## config.mk

```make
export PLATFORM = sky130hd
export DESIGN_NAME = lift_call_scheduler
export DESIGN_NICKNAME = d
export VERILOG_FILES = /design/src/rtl/lift_pkg.sv /design/src/rtl/lift_scan_select.sv /design/src/rtl/lift_call_scheduler.sv
export SDC_FILE = /design/constraint.sdc
export NUM_CORES = 1
export LEC_CHECK = 0
export CORE_MARGIN = 1
export CORE_UTILIZATION = 66
export DETAILED_ROUTE_END_ITERATION = 16
export DONT_BUFFER_PORTS = 1
export PLACE_DENSITY = 0.92
export SLEW_MARGIN = 20
export SYNTH_ARGS = -nofsm -noshare
export SYNTH_HDL_FRONTEND = slang
export SYNTH_HIERARCHICAL = 1
export SYNTH_SLANG_ARGS = --single-unit
export TNS_END_PERCENT = 1
```

## constraint.sdc

```tcl
create_clock -name clk_i -period 7.63 [get_ports clk_i]
set_clock_uncertainty 0.1 [all_clocks]
set_input_delay 1.526 -clock clk_i [delete_from_list [all_inputs] [get_ports clk_i]]
set_output_delay 1.526 -clock clk_i [all_outputs]
set_load 0.01 [all_outputs]
```

## src/rtl/lift_pkg.sv

```systemverilog
// ---------------------------------------------------------------------------
// lift_pkg
// Shared definitions for the lift controller and the call scheduler:
// scheduler state encoding and default bus/bitmap sizes.
// ---------------------------------------------------------------------------
package lift_pkg;

    typedef enum logic [1:0] {
        ST_IDLE      = 2'd0,
        ST_SCAN_UP   = 2'd1,
        ST_SCAN_DOWN = 2'd2,
        ST_DWELL     = 2'd3
    } lift_state_e;

    localparam int LIFT_FLOOR_W      = 7;
    localparam int LIFT_NUM_FLOORS   = 16;
    localparam int LIFT_DWELL_CYCLES = 4;

endpackage

```

## src/rtl/lift_scan_select.sv

```systemverilog
// ---------------------------------------------------------------------------
// lift_scan_select
// Combinational search of the pending-call bitmap relative to the current
// floor, one result per sweep direction.
//   pending_i    pending-call bitmap, bit i = floor i
//   cur_floor_i  current floor of the car
//   up_hit_o     some pending floor >= cur_floor_i
//   up_floor_o   lowest pending floor >= cur_floor_i
//   dn_hit_o     some pending floor <= cur_floor_i
//   dn_floor_o   highest pending floor <= cur_floor_i
// ---------------------------------------------------------------------------
module lift_scan_select
    import lift_pkg::*;
#(
    parameter int NUM_FLOORS = LIFT_NUM_FLOORS,
    parameter int FLOOR_W    = LIFT_FLOOR_W
) (
    input  logic [NUM_FLOORS-1:0] pending_i,
    input  logic [FLOOR_W-1:0]    cur_floor_i,
    output logic                  up_hit_o,
    output logic [FLOOR_W-1:0]    up_floor_o,
    output logic                  dn_hit_o,
    output logic [FLOOR_W-1:0]    dn_floor_o
);

    // Upward search walks from the top so the last match is the lowest;
    // downward search walks from the bottom so the last match is the highest.
    always_comb begin
        up_hit_o   = 1'b0;
        up_floor_o = '0;
        dn_hit_o   = 1'b0;
        dn_floor_o = '0;
        for (int i = NUM_FLOORS - 1; i >= 0; i--) begin
            if (pending_i[i] && (i >= int'(cur_floor_i))) begin
                up_hit_o   = 1'b1;
                up_floor_o = FLOOR_W'(i);
            end
        end
        for (int i = 0; i < NUM_FLOORS; i++) begin
            if (pending_i[i] && (i <= int'(cur_floor_i))) begin
                dn_hit_o   = 1'b1;
                dn_floor_o = FLOOR_W'(i);
            end
        end
    end

endmodule

```

## src/rtl/lift_call_scheduler.sv

```systemverilog
// ---------------------------------------------------------------------------
// lift_call_scheduler
// Latches floor calls into a pending bitmap and issues one target floor at a
// time to the lift controller in SCAN (collective) order, with a door-dwell
// window after each arrival.
//   clk_i / reset_i   clock, synchronous active-high reset
//   call_valid_i      one floor call this cycle, floor on call_floor_i
//   cur_floor_i       current floor from the lift controller
//   lift_stop_i       car halted at cur_floor_i
//   target_floor_o    requested floor for the controller (held while invalid)
//   target_valid_o    target_floor_o is a live request
//   dir_up_o          current sweep direction (1 = up)
//   dwell_o           door-hold window active
//   pending_o         pending-call bitmap, bit i = floor i
//   call_err_o        one-cycle pulse: out-of-range call dropped
//
// state        | meaning
// ST_IDLE      | no pending calls, no live target
// ST_SCAN_UP   | serving lowest pending floor >= current floor
// ST_SCAN_DOWN | serving highest pending floor <= current floor
// ST_DWELL     | doors held open; returns to the saved sweep state
// ---------------------------------------------------------------------------
module lift_call_scheduler
    import lift_pkg::*;
#(
    parameter int NUM_FLOORS   = LIFT_NUM_FLOORS,
    parameter int FLOOR_W      = LIFT_FLOOR_W,
    parameter int DWELL_CYCLES = LIFT_DWELL_CYCLES
) (
    input  logic                  clk_i,
    input  logic                  reset_i,
    input  logic                  call_valid_i,
    input  logic [FLOOR_W-1:0]    call_floor_i,
    input  logic [FLOOR_W-1:0]    cur_floor_i,
    input  logic                  lift_stop_i,
    output logic [FLOOR_W-1:0]    target_floor_o,
    output logic                  target_valid_o,
    output logic                  dir_up_o,
    output logic                  dwell_o,
    output logic [NUM_FLOORS-1:0] pending_o,
    output logic                  call_err_o
);

    localparam int               CNT_W    = $clog2(DWELL_CYCLES + 1);
    localparam logic [CNT_W-1:0] CNT_LOAD = CNT_W'(DWELL_CYCLES);

    lift_state_e           state_q;
    lift_state_e           saved_q;
    logic [NUM_FLOORS-1:0] pending_q;
    logic [NUM_FLOORS-1:0] pending_d;
    logic [NUM_FLOORS-1:0] set_vec;
    logic [NUM_FLOORS-1:0] clr_vec;
    logic [FLOOR_W-1:0]    target_floor_q;
    logic                  target_valid_q;
    logic                  dir_up_q;
    logic                  dwell_q;
    logic                  call_err_q;
    logic [CNT_W-1:0]      dwell_cnt_q;

    logic                  up_hit;
    logic                  dn_hit;
    logic [FLOOR_W-1:0]    up_floor;
    logic [FLOOR_W-1:0]    dn_floor;
    logic                  in_range;
    logic                  absorb;
    logic                  arrive;
    logic                  go_up;
    logic                  go_dn;

    lift_scan_select #(
        .NUM_FLOORS (NUM_FLOORS),
        .FLOOR_W    (FLOOR_W)
    ) u_scan (
        .pending_i   (pending_q),
        .cur_floor_i (cur_floor_i),
        .up_hit_o    (up_hit),
        .up_floor_o  (up_floor),
        .dn_hit_o    (dn_hit),
        .dn_floor_o  (dn_floor)
    );

    always_comb begin
        in_range = call_valid_i && (int'(call_floor_i) < NUM_FLOORS);
        // A call for the floor the doors are open at re-opens them instead
        // of becoming a new pending call.
        absorb   = in_range && (state_q == ST_DWELL) && (call_floor_i == cur_floor_i);
        arrive   = ((state_q == ST_SCAN_UP) || (state_q == ST_SCAN_DOWN)) &&
                   target_valid_q && lift_stop_i && (cur_floor_i == target_floor_q);
        for (int i = 0; i < NUM_FLOORS; i++) begin
            set_vec[i] = in_range && !absorb && (int'(call_floor_i) == i);
            clr_vec[i] = arrive && (int'(cur_floor_i) == i);
        end
        // Clear after set: a call arriving with the car at that floor is served.
        pending_d = (pending_q | set_vec) & ~clr_vec;

        // IDLE and SCAN_UP both prefer the upward sweep; SCAN_DOWN prefers
        // downward. When the preferred side is empty the sweep flips and the
        // opposite target is issued in the same cycle.
        if (state_q == ST_SCAN_DOWN) begin
            go_dn = dn_hit;
            go_up = !dn_hit && up_hit;
        end else begin
            go_up = up_hit;
            go_dn = !up_hit && dn_hit;
        end
    end

    always_ff @(posedge clk_i) begin
        if (reset_i) begin
            state_q        <= ST_IDLE;
            saved_q        <= ST_IDLE;
            pending_q      <= '0;
            target_floor_q <= '0;
            target_valid_q <= 1'b0;
            dir_up_q       <= 1'b0;
            dwell_q        <= 1'b0;
            call_err_q     <= 1'b0;
            dwell_cnt_q    <= '0;
        end else begin
            pending_q  <= pending_d;
            call_err_q <= call_valid_i && !in_range;
            case (state_q)
                ST_DWELL: begin
                    if (absorb) begin
                        dwell_cnt_q <= CNT_LOAD;
                    end else if (dwell_cnt_q == CNT_W'(1)) begin
                        state_q     <= saved_q;
                        dwell_q     <= 1'b0;
                        dwell_cnt_q <= '0;
                    end else begin
                        dwell_cnt_q <= dwell_cnt_q - CNT_W'(1);
                    end
                end
                default: begin
                    if (arrive) begin
                        saved_q        <= state_q;
                        state_q        <= ST_DWELL;
                        dwell_q        <= 1'b1;
                        target_valid_q <= 1'b0;
                        dwell_cnt_q    <= CNT_LOAD;
                    end else if (go_up) begin
                        state_q        <= ST_SCAN_UP;
                        dir_up_q       <= 1'b1;
                        target_floor_q <= up_floor;
                        target_valid_q <= 1'b1;
                    end else if (go_dn) begin
                        state_q        <= ST_SCAN_DOWN;
                        dir_up_q       <= 1'b0;
                        target_floor_q <= dn_floor;
                        target_valid_q <= 1'b1;
                    end else begin
                        state_q        <= ST_IDLE;
                        target_valid_q <= 1'b0;
                    end
                end
            endcase
        end
    end

    assign target_floor_o = target_floor_q;
    assign target_valid_o = target_valid_q;
    assign dir_up_o       = dir_up_q;
    assign dwell_o        = dwell_q;
    assign pending_o      = pending_q;
    assign call_err_o     = call_err_q;

endmodule
```

; Word-level counts from Yosys, hierarchy flattened
; Cells that the tools add are included.
; Widths: inputs -> output; s select.
[totals]
inputBits = 18
elab_cells = 257
reg_bits = 34
[classes]
n_addsub = 1
mux = 86
n_reduce_logical = 86
n_eq_ne = 38
n_bitwise = 5
n_lt_le_gt_ge = 32
[op_table]
columns = cell, count
row1 = $eq 7x5->1 const B, 16
row2 = $mux 4, 24
row3 = $logic_and 1x1->1, 73
row4 = $eq 7x4->1 const B, 8
row5 = $ge 4x7->1 const A, 8
row6 = $le 4x7->1 const A, 8
row7 = $mux 1, 44
row8 = $eq 7x3->1 const B, 4
row9 = $ge 3x7->1 const A, 4
row10 = $le 3x7->1 const A, 4
row11 = $mux 3, 8
row12 = $and 16x16->16, 1
row13 = $mux 2, 8
row14 = $not 16->16, 1
row15 = $or 16x16->16, 1
row16 = $eq 7x2->1 const B, 2
row17 = $eq 7x7->1, 2
row18 = $ge 1x7->1 const A, 2
row19 = $ge 2x7->1 const A, 2
row20 = $le 2x7->1 const A, 2
row21 = $logic_not 7->1, 2
row22 = $mux 7, 2
row23 = $le 1x7->1 const A, 1
row24 = $lt 7x5->1 const B, 1
row25 = other kinds (12), 20

; Longest topological paths before layout
[depth]
depth_word = 25
ltp_mapped = 12

; Hierarchy
; Netlist, hierarchy kept.
[modules_own_cells]
columns = mod, n_inst, area_per_inst_um2, cells_per_inst
row1 = lift_call_scheduler, 1, 1845.5, 190
row2 = lift_scan_select, 1, 991.0, 164

; Worst setup path after synthesis
; No wires, ideal clock.
[synth_path]
path_kind = input -> register
from = input cur_floor_i[2]
to = register state_q[0]
arrival_time_ns = 3.825
setup_slack_ns = 3.602
t_required_ns = 7.427
stages = 10
cell_sequence = clkdlybuf4s15_1 -> buf_2 -> nor2_1 -> nand2_1 -> a22o_1 -> nor3_1 -> nand4_1 -> a21oi_1 -> nor2b_1 -> a2111oi_2
[synth_via]
elab_chain_cells = 23
word_cells_on_any_way = 105
classes_between = order compare: 31 / eq/ne: 3 / mux: 35 / reduce/logical: 36
[synth_rtl]
columns = item, line
row1 = from (decl), lift_call_scheduler.sv:34  ; input logic [FLOOR_W-1:0] cur_floor_i,
row2 = $le 1x7->1, lift_scan_select.sv:40  ; if (pending_i[i] && (i <= int'(cur_floor_i))) begin
row3 = $logic_and 1x1->1, lift_scan_select.sv:40
row4 = $mux 1 (14 in a row), lift_scan_select.sv:40
row5 = $mux 1 (*), lift_scan_select.sv:40
row6 = net dn_hit, lift_call_scheduler.sv:61  ; logic dn_hit;
row7 = $logic_not 1->1 (*), lift_call_scheduler.sv:101  ; go_up = !dn_hit && up_hit;
row8 = $logic_and 1x1->1 (*), lift_call_scheduler.sv:101
row9 = $mux 1 (*), lift_call_scheduler.sv:99  ; if (state_q == ST_SCAN_DOWN) begin
row10 = $mux 2 (*), lift_call_scheduler.sv:141  ; end else if (go_up) begin
row11 = $mux 2 (*), lift_call_scheduler.sv:135  ; if (arrive) begin
row12 = $mux 2 (*), lift_call_scheduler.sv:122  ; case (state_q)
row13 = to (signal assigned), lift_call_scheduler.sv:127  ; state_q <= saved_q;
row14 = to (decl), lift_call_scheduler.sv:47  ; lift_state_e state_q;
; The timed path passes the listed nets; every way through them passes the cells marked *.
; A chain may end at the register's enable or synchronous reset.

; Final worst setup path
[layout_path]
from = input cur_floor_i[5]
to = register target_floor_q[2] (netlist: target_floor_o[2])
[layout_via]
word_cells_on_any_way = 134
classes_between = order compare: 31 / eq/ne: 1 / mux: 63 / bitwise: 1 / reduce/logical: 38
[layout_rtl]
columns = item, line
row1 = $le 1x7->1, lift_scan_select.sv:40
row2 = $logic_and 1x1->1, lift_scan_select.sv:40
row3 = $mux 1 (14 in a row), lift_scan_select.sv:40
row4 = $mux 1 (*), lift_scan_select.sv:40
row5 = net dn_hit, lift_call_scheduler.sv:61
row6 = $logic_not 1->1, lift_call_scheduler.sv:101
row7 = $logic_and 1x1->1, lift_call_scheduler.sv:101
row8 = $mux 1, lift_call_scheduler.sv:99
row9 = $reduce_bool 2->1 (no source line), n/a
row10 = $reduce_and 3->1 (no source line), n/a
row11 = to (signal assigned), lift_call_scheduler.sv:144  ; target_floor_q <= up_floor;
row12 = to (signal assigned), lift_call_scheduler.sv:149  ; target_floor_q <= dn_floor;
row13 = to (decl), lift_call_scheduler.sv:53  ; logic [FLOOR_W-1:0] target_floor_q;
; The timed path passes the listed nets; every way through them passes the cells marked *. The select of a mux whose other input is x is not followed.

==> impl_metrics.py <==
metrics = {
    "status": {
        "status": "complete, no violations",
    },
    "synth": {
        "async_flop_share_pct": 0,
        "avgSynthCellArea_um2": 8.013,
        "syn_inst": 354,
        "ys_ff_latch": 34,
        "yosys_most_used_dff": "dfxtp_1",
        "synth_top_cell_by_area": "dfxtp_1",
        "synth_top_cell_area_share_pct": 24.00,
        "ys_types": 65,
        "syn_area_mm2": 0.002836,
        "ys_top_cells_by_area": "dfxtp_1 (24%), a41oi_1 (5.2%), a21oi_1 (4.2%), nor2_1 (3.8%), a211oi_1 (3.7%)",
        "yosys_warnings": 6,
        "ys_seq_area_share_pct": 24.00,
        "synth_edf_count": 0,
    },
    "pwr": {
        "leakagePower_nw": 0.8726,
        "power_density_mw_per_mm2": 129.2,
        "vdd_drop_max_uv": 135.5,
    },
    "min_path": {
        "hp-start": "dwell_cnt_q[0]",
        "hold_class": "reg -> reg",
    },
    "timing": {
        "period_needed_ns": 4.481,
        "finalSetupViolCount": 0,
        "rsz0062_at_grt": "false",
        "worst_slew_pin_slew_ns": 1.030,
        "setup-tns-final_ns": 0,
        "hold_viol": 0,
        "fin_crit_sh_pct": 58.73,
        "fmax_mhz": 223.2,
        "fin_ws_ns": 3.149,
        "maxSlewHeadroom_pct": 30.79,
        "report.final.slew_viol_count": 0,
    },
    "detailed_routing": {
        "drc": 0,
        "wl_per_cell_um": 19.91,
        "ant_nets": 0,
        "viasPerCell": 7.424,
        "drt_iter0_drc": 367,
        "drt-total-wl_mm": 7.707,
        "drt_pass1_iterations": 5,
        "vias": 2873,
    },
    "critical_path": {
        "critical_path_arrival_ns": 4.59,
        "crit_type": "in -> reg",
        "startpoint": "cur_floor_i[5]",
        "path_max_fanout": 13,
        "r2r_start": "pending_o[6]",
        "crit_path_end_kind": "register",
        "worstPathRequired_ns": 7.73,
        "crit_path_start_kind": "input port",
    },
    "job": {
        "drv_cap": 0,
    },
    "grt": {
        "grt.overflow.total": 0,
        "grt_antenna_before_repair": 0,
        "grtUsageTotal_pct": 36.11,
        "grt_pass1_wl_mm": 12.12,
        "grt_max_degree": 38,
        "grt_pass1_vias": 2474,
    },
    "placed_design": {
        "dp_hpwl_mm": 5.446,
        "dp_cells": 381,
        "gp_congestion": 1.013,
        "pre_cts_ws_ns": 2.920,
        "place_area_mm2": 0.002746,
        "port_buffers": 0,
    },
    "clocking": {
        "numCtsBuffers": 5,
        "clk_latency_ns": 0.29,
        "clockBufferDepth": 2,
        "cts_tree": "yes",
        "clock-sinks": 34,
        "root_buffer": "clkbuf_8",
        "ctsHoldBuffers": 0,
        "clkTransAtPathRegs_ns": 0.07,
        "cts_resized": 0,
        "cts_setup_buffers": 0,
        "htree_levels": 2,
    },
    "floorplanning": {
        "initial_core_util_pct": 69.90,
        "die_h_um": 67.56,
        "rows": 23,
        "dieArea_mm2": 0.004564,
        "dieWidth_um": 67.56,
        "boundaryPins": 45,
        "core_mm2": 0.004058,
    },
    "layout": {
        "area_growth_pct": -0.2648,
        "stdcell_area_mm2": 0.002829,
        "antenna_cells": 0,
        "num-fill-cells": 325,
        "drive_gt1_share_pct": 6.528,
        "final_util_pct": 69.72,
        "final_cell_count_no_fill": 387,
        "layout.nets": 360,
    },
}
==> final timing paths <==
path / end / slack [ns] / cells past startpoint
max: target_floor_o[2] / 3.15 / 8
min: dwell_cnt_q[0] / 0.39 / 2
max reg2reg: target_floor_o[2] / 4.86 / 8
min reg2reg: dwell_cnt_q[0] / 0.39 / 2
==> state kept, by name, indices dropped and copies added, names as in the netlist <==
| name | count |
|---|---|
| call_err_o | 1 |
| dir_up_o | 1 |
| dwell_cnt_q | 3 |
| dwell_o | 1 |
| pending_o | 16 |
| saved_q | 2 |
| state_q | 2 |
| target_floor_o | 7 |
| target_valid_o | 1 |
==> synthesized netlist by cell type, types with 9 or more instances <==
cell type and instances:
dfxtp_1 34, mux2i_1 9, nor2b_1 12, nor2_1 29, a211oi_1 14, nand2_1 17, a41oi_1 17, nor3_1 10
a311oi_1 9, clkbuf_1 11, o21ai_0 19, a21oi_1 24, xnor2_1 12, inv_1 15
==> critical path, cell delays in order <==
cell      delay, ns
nor4_2         0.87
nand2_1        0.23
a22o_1         0.32
nor3_1         0.20
nand4_1        0.17
a21oi_1        0.80
mux2i_1        0.20
a211oi_1       0.28
==> logic make-up after synthesis <==
family | synth area share (%)
flip-flops | 24.00
adder cells (fa/ha/maj) | 1.765
buffers and inverters | 8.513
multiplexers | 3.176
other | 0.1322
XOR/XNOR | 4.014
AND/OR/NAND/NOR | 22.76
AO/OA/AOI/OAI | 35.64
==> per-stage QoR <==
| stage | hold slack, ns | power (W) |
|---|---|---|
| 3_5_place_dp | 0.3772 | 0.0002344 |
| 5_1_grt | 0.4119 | 0.0003771 |
| 3_3_place_gp | 0.3684 | 0.0002331 |
| 4_1_cts | 0.3882 | 0.0003648 |
| 2_1_floorplan | 0.3559 | 0.0002400 |
| 6_report | 0.3909 | 0.0003656 |
==> layer usage <==
metal / share of wire, % / GRT usage [%] / routed length [µm] / vias up
met5: 0 / 0 / 0 / -
met4: 2.7 / 14.89 / 209 / 0
li1: - / - / - / 1324
met2: 45 / 53.96 / 3444 / 218
met3: 13 / 9.966 / 1035 / 22
met1: 39 / 48.36 / 3018 / 1309
==> cell usage in the layout (no fill, tap or decap), types with 3 or more instances in the layout <==
cell and count:
o21a_1 3, o22ai_1 3, a31oi_1 5, nand2_1 17, mux2i_1 9, a21oi_1 24
a311oi_1 9, xnor2_1 12, dfxtp_1 34, o21ai_0 19, nor2_1 29, ha_1 4
o31ai_1 5, nand4_1 4, o21bai_1 4, o211ai_1 5, a211oi_1 14, nand3_1 8
and2_1 3, nor2b_1 12, inv_1 15, nor4_1 5, a21boi_0 4, nor3_1 10
a41oi_1 17, conb_1 6, nand2b_1 5, and4_1 3, clkbuf_8 6
==> power by group <==
| part | total [W] | internal [W] | leakage (nW) | switching (W) |
|---|---|---|---|---|
| sequential | 0.000188 | 0.000181 | 0.275 | 0.00000678 |
| combinational | 0.0000437 | 0.0000189 | 0.555 | 0.0000248 |
| clock | 0.000134 | 0.0000696 | 0.0431 | 0.0000643 |
| total | 0.000366 | 0.000270 | 0.873 | 0.0000959 |
==> area by class of cell <==
type                            instances  area [µm²]  area share (%)
Inverter                               15       56.30           1.990
Multi-Input combinational cell        281        1939           68.55
Tap cell                               50       62.56           2.211
Sequential cell                        34       680.7           24.06
Clock buffer                            6       82.58           2.919
Timing Repair Buffer                    1       7.507          0.2654
Power figures use the tool's default switching activity.
